### src/rtl/sqr_multi_cycle_struct.sv
// sqr_multi_cycle_struct: shift-add squarer (clk, rst, arg_vld/arg/arg_rdy in, res_vld/res out), one partial product per clock
module sqr_multi_cycle_struct #(
  parameter int DATA_WIDTH = 8
) (
  input  logic                    clk,
  input  logic                    rst,
  input  logic                    arg_vld,
  input  logic [DATA_WIDTH/2-1:0] arg,
  output logic                    arg_rdy,
  output logic                    res_vld,
  output logic [DATA_WIDTH-1:0]   res
);
  localparam int W = DATA_WIDTH / 2;
  localparam int CW = $clog2(W);
  typedef enum logic {IDLE, CALC} state_t;
  state_t state, state_n;
  logic [DATA_WIDTH-1:0] mcand, acc, acc_n;
  logic [W-1:0] mplier;
  logic [CW-1:0] cnt;
  logic last;
  always_comb begin
    last = cnt == CW'(W - 1);
    acc_n = acc + (mplier[cnt] ? mcand << cnt : '0);
    arg_rdy = state == IDLE;
    state_n = state == IDLE ? (arg_vld ? CALC : IDLE) : (last ? IDLE : CALC);
  end
  always_ff @(posedge clk) state <= rst ? IDLE : state_n;
  always_ff @(posedge clk) begin
    if (rst) begin
      cnt <= '0;
      acc <= '0;
      mcand <= '0;
      mplier <= '0;
      res <= '0;
      res_vld <= 1'b0;
    end else begin
      res_vld <= 1'b0;
      if (state == IDLE && arg_vld) begin
        mcand <= DATA_WIDTH'(arg);
        mplier <= arg;
        acc <= '0;
        cnt <= '0;
      end else if (state == CALC) begin
        acc <= acc_n;
        cnt <= last ? '0 : cnt + 1'b1;
        if (last) begin
          res <= acc_n;
          res_vld <= 1'b1;
        end
      end
    end
  end
endmodule

### config.mk
export PLATFORM = sky130hd
export DESIGN_NAME = sqr_multi_cycle_struct
export DESIGN_NICKNAME = d
export VERILOG_FILES = /design/src/rtl/sqr_multi_cycle_struct.sv
export SDC_FILE = /design/constraint.sdc
export NUM_CORES = 1
export LEC_CHECK = 0
export CAP_MARGIN = 25
export CORE_ASPECT_RATIO = 1.4
export CORE_MARGIN = 3
export CORE_UTILIZATION = 53
export CTS_CLUSTER_SIZE = 40
export DETAILED_ROUTE_END_ITERATION = 6
export PLACE_DENSITY = 0.77
export SLEW_MARGIN = 15
export SYNTH_ARGS = -nofsm -noshare
export SYNTH_HDL_FRONTEND = slang
export SYNTH_SLANG_ARGS = --single-unit
### constraint.sdc
create_clock -name clk -period 2.7 [get_ports clk]
set_clock_uncertainty 0.15 [all_clocks]
set_input_delay 0.54 -clock clk [delete_from_list [all_inputs] [get_ports clk]]
set_output_delay 0.54 -clock clk [all_outputs]
set_load 0.02 [all_outputs]
Yosys cells after proc, flatten, opt, wreduce, memory -nomap -nowiden. Index checks and enable logic that the tools add are counted.

Shifts and indexed selects: 1. Multipliers: 0. Multiplexer cells: 8. Add/subtract/negate cells: 2. Equal/unequal tests: 1. Reduce and logical (&&, ||, !) cells: 4. Order comparisons: 1. Bitwise logic cells: 2. Div/mod/pow operators: 0.

Operator list (number): $add 8x8->8 (1); $mux 8 (1); $shl 4x2->8 (1); $mux 1 (5); $lt 2x3->1 const B (1); $reduce_and 3->1 (1); $reduce_or 3->1 (1); $add 2x1->2 const B (1); $bmux 1 s2 (1); $eq 2x2->1 const B (1); $mux 2 (1); $not 1->1 (2); $reduce_or 2->1 (1); $logic_and 1x1->1 (1).

Input bits: 7. Latch bits: 0. Memories kept: 0. Bits in writable memories: 0. Register bits: 24. Output and inout port bits: 10. Memory bits (read-only): 0.

Depth between registers and ports, before layout. Gate-level depths: netlist (run 1).

Depth in word-level cells: 4. Gate-level depth with buffers: 11.

Worst setup path before layout (run 1). No wires, ideal clock.

Path kind: register -> register. Start point: register cnt[0]. End point: register acc[6]. Cell stages (with the launch flop): 12. Library setup time: 0.118 ns. Data arrival time: 1.895 ns. Path slack: 0.537 ns. Buffers on the path: 1. Required time: 2.432 ns. Cells stage by stage: dfxtp_1 -> clkbuf_1 -> nor3b_1 -> ha_1 -> inv_1 -> fa_1 -> nor2b_1 -> o21ai_1 -> a21oi_1 -> nor2_1 -> xor2_1 -> o21ai_1.

Word-level cells in the longest chain between the ends: 4. Elaborated cells on any way between the ends: 5.

Ends and longest elaborated chain: from (decl) (RTL line 19) `logic [CW-1:0] cnt;`; from (signal assigned) (RTL line 45) `cnt <= last ? '0 : cnt + 1'b1;`; $bmux 1 s2 (RTL line 23) `acc_n = acc + (mplier[cnt] ? mcand << cnt : '0);`; $mux 1 (implied by the code) (RTL line 23); $mux 8 (*) (RTL line 23); $add 8x8->8 (*) (RTL line 23); to (signal assigned) (RTL line 44) `acc <= acc_n;`; to (decl) (RTL line 17) `logic [DATA_WIDTH-1:0] mcand, acc, acc_n;`.

Every way passes the cells marked *; elsewhere a longest branch is shown, timed or not. The select of a mux whose other input is x is not followed. A chain may end at the register's enable or synchronous reset.

Worst setup path in the final report (run 1).
Start point: register state. End point: output port arg_rdy.

Word-level cells in the longest chain between the ends: 1.

Ends and longest elaborated chain: from (decl) (RTL line 16) `state_t state, state_n;`; from (signal assigned) (RTL line 27) `always_ff @(posedge clk) state <= rst ? IDLE : state_n;`; $not 1->1 (RTL line 24) `arg_rdy = state == IDLE;`; to (decl) (RTL line 9) `output logic arg_rdy,`.

No other way between the ends.

==> results of run 1 <==
cells in the final DEF, fill, tap and decap left out, types with 2 or more instances in the layout:
cell type	instances
and3_1	3
a21oi_1	7
inv_1	6
clkbuf_4	3
nor3b_1	2
or2_1	2
nand2b_1	2
dfxtp_1	24
nand2_1	18
mux2i_1	8
clkdlybuf4s50_1	16
o211ai_1	2
a211oi_1	3
nor2b_1	2
nor2_4	2
or3_1	2
buf_4	3
ha_1	8
nand3_1	3
xnor2_1	2
nor2_1	21
nand3b_1	3
xor2_1	4
o21ai_1	10
through the flow:
stage	hold slack [ns]	total power, uW	utilization (%)
2_1_floorplan	0.309	423	-
3_3_place_gp	0.287	446	65.2
3_5_place_dp	0.289	449	65.2
4_1_cts	0.307	709	67.6
5_1_grt	0.323	732	67.6
6_report	0.302	707	67.6
worst register-to-register path: stages, from the launching register on:
cell and delay, ns:
dfxtp_1 0.52, xor2_1 0.25, o21ai_1 0.12, ha_1 0.32, o21ai_1 0.09, nor2_2 0.16
o221ai_2 0.13, or2_1 0.23, xor2_1 0.15, nor2_1 0.05
flip-flops by register name (all words and copies together) (netlist names):
register  cells
acc           8
res_vld       1
mplier        4
res           8
cnt           2
state         1
layout make-up:
type / count / area, um2 / share of cell area, %
Multi-Input combinational cell: 114 / 736 / 48.9
Sequential cell: 24 / 480 / 31.9
Timing Repair Buffer: 19 / 183 / 12.1
Clock inverter: 1 / 30.0 / 2.00
Tap cell: 22 / 27.5 / 1.83
Inverter: 7 / 26.3 / 1.75
Clock buffer: 3 / 22.5 / 1.50
worst max-delay path by stage:
stage | start | endpoint | slack (ns) | cells after the start
final | state | arg_rdy | 0.37 | 3
after global routing | cnt[0] | acc[6] | 0.25 | 10
after CTS | state | arg_rdy | 0.38 | 3
after detailed placement | cnt[0] | acc[7] | 0.45 | 9
after global placement | arg_vld | acc[5] | 0.54 | 7
after floorplan | cnt[0] | acc[6] | 0.54 | 11
where the power goes:
part	total, uW	leakage, uW	switching, uW	internal [uW]
Combinational	70.7	0.000378	39.0	31.8
Sequential	371	0.000194	9.32	362
Clock	265	0.0000279	115	150
Total	707	0.000601	163	544
cells by family after synthesis:
family,Yosys count
AND/OR/NAND/NOR,63
AO/OA/AOI/OAI,28
flip-flops,24
buffers and inverters,12
adder cells (fa/ha/maj),9
multiplexers,8
XOR/XNOR,6
metal layers:
layer / wire, um / GRT usage [%] / vias to the layer above / share of wire (%)
met3: 95 / 3.94 / 15 / 3.3
li1: - / - / 544 / -
met2: 1560 / 38.1 / 33 / 55
met5: 0 / 0 / - / 0
met4: 112 / 10.4 / 0 / 3.9
met1: 1070 / 22.5 / 510 / 38
==> summary.md, run 1 <==
| Metric | Value |
|---|---|
| Min-Delay Endpoint | res[7] |
| Via density | roughly 5.8 |
| Io pins | 17 |
| Synthesized area per cell | between 8 and 9 um2 |
| ANT nets after route | 0 |
| Initial Utilization | between 50% and 60% |
| Yosys cell types | 35 |
| Post-CTS Setup Repair Bufs | 0 |
| Antenna violations before repair | 0 |
| Largest net degree at the start of global routing | 15 |
| CP top delay family | buffers and inverters |
| Synthesized-area fraction occupied by adder cells | about a tenth |
| Core area | ~0.0022 mm2 |
| Diodes inserted | 0 |
| Top post-synthesis cells by count | 24 x dfxtp_1, 21 x nor2_1, 18 x nand2_1 |
| Post-Place Setup Slack | roughly 0.45 ns |
| WP buf/inv | 3 |
| Routed WL | approximately 2800 um |
| Die Span X | roughly 47 um |
| Total CTS buffers | 3 |
| Post-route setup slack | around 0.37 ns |
| Cell accounting for the most synthesized area | dfxtp_1 |
| Fraction of registers with async set/reset | 0% |
| Initial DRC count | 28 |
| CP Max Fanout | 13 |
| Design Area, Final | ~0.0015 mm2 |
| Synth-to-layout area growth | 18.4% |
| Vias in the first global route | about 1100 |
| EDFF count, synth | 0 |
| Minimum clock period | roughly 2.3 ns |
| Hold Path Cell Cnt | 2 |
| Die area | between 0.003 and 0.004 mm2 |
| # setup viols final | 0 |
| Cts hold-fix bufs | 0 |
| Hold Crit Class | register to register |
| CTS tree | yes |
| Max-Cap Viols | 0 |
| Data required, critical path | 2.01 ns |
| Pre-antenna DRT Iters | 4 |
| Top-count cell post-synth | dfxtp_1 |
| Peak VDD IR | approximately 0.27 mV |
| Placed insts | about 190 |
| Worst Tran Pin Value | around 0.31 ns |
| Placed Area | approximately 0.0015 mm2 |
| Syn Inst Count | 150 |
| Unrepaired setup endpoints after global routing | no |
| Crit end category | primary output |
| Capture point of the worst reg-to-reg path | acc[7] |
| Clock buffer depth | 2 |
| Share of the synthesized area in the top cell type | between 30% and 40% |
| RePlAce Congestion | 0.860 |
| H-tree levels | 1 |
| FF-to-FF Start | cnt[0] |
| Setup TNS | 0 ns |
| DIE HEIGHT | 63.9 um |
| Post-synthesis simple-gate area fraction | 24.2% |
| Site Rows | 20 |
| Hold Violations, Final | 0 |
| R2R setup slack | roughly 0.43 ns |
| Post-synth top flop | dfxtp_1 |
| Critical-path cell list | buf_4 > inv_2 > clkdlybuf4s50_1 |
| Proportion of synthesized area in mux cells | 6.30% |
| Hold Crit Start | res[7] |
| Root Buffer | clkbuf_4 |
| Syn nets | 166 |
| Largest family of logic cells by synthesized area | simple AND/OR/NAND/NOR gates |
| Critical path arrival | between 1.5 and 2 ns |
| Slew headroom | approximately 80% |
| Post_cts resized | 0 |
| FF-to-FF path depth | 9 |
| Layout Cells excl Fill | between 150 and 200 |
| Fin crit share | between 80% and 90% |
| Worst-Skew Late Latency | about 0.32 ns |
| Number of synthesized register bits | 24 |
| HPWL after DPL | 2230 um |
| Synth area leaders | dfxtp_1 38%, ha_1 7.9%, mux2i_1 6.3% |
| Vias | approximately 1100 |
| Mapped Area | around 0.0013 mm2 |
| Lkg Pwr | about 0.00060 uW |
| Share of layout cells above drive strength 1 | under 10% |
| All-layer global routing usage | roughly 22% |
| XOR/XNOR Fraction of Synth Area | between 4 and 5% |
| Fillers | ~180 |
| Clock Sinks | 24 |
| Compound-Gate Fraction of Synth Area | between 10% and 20% |
| Status | finished, final reports clean |
| Startpoint types | register |
| First-pass GRT wire length | about 4800 um |
| IO buf count | 16 |
| Fmax achieved | 430 MHz |
| Setup CP Type | register to primary output |
| Critical path's largest stage delay | roughly 0.63 ns |
| Fin nets | about 190 |
| Seq/Total Area, Yosys | ~38% |
| Final Slew Violations | 0 |
| Yosys warning total | 0 |
| Total grt overflow | 0 |
| Reg clk slew, reported paths | roughly 0.14 ns |
| # DRC | 0 |
| CP max-delay cell | clkdlybuf4s50_1 |
| Routed len/inst | between 10 and 15 um |
| PD cells | between 400 and 500 mW/mm2 |
No activity file was read; power rests on OpenSTA's default activity.
==> inputs of run 2 (changes only) <==
TNS_END_PERCENT = 10   (was unset)
==> results of run 2 <==
No change in the layout: final DEF, timing and power equal those of run 1.
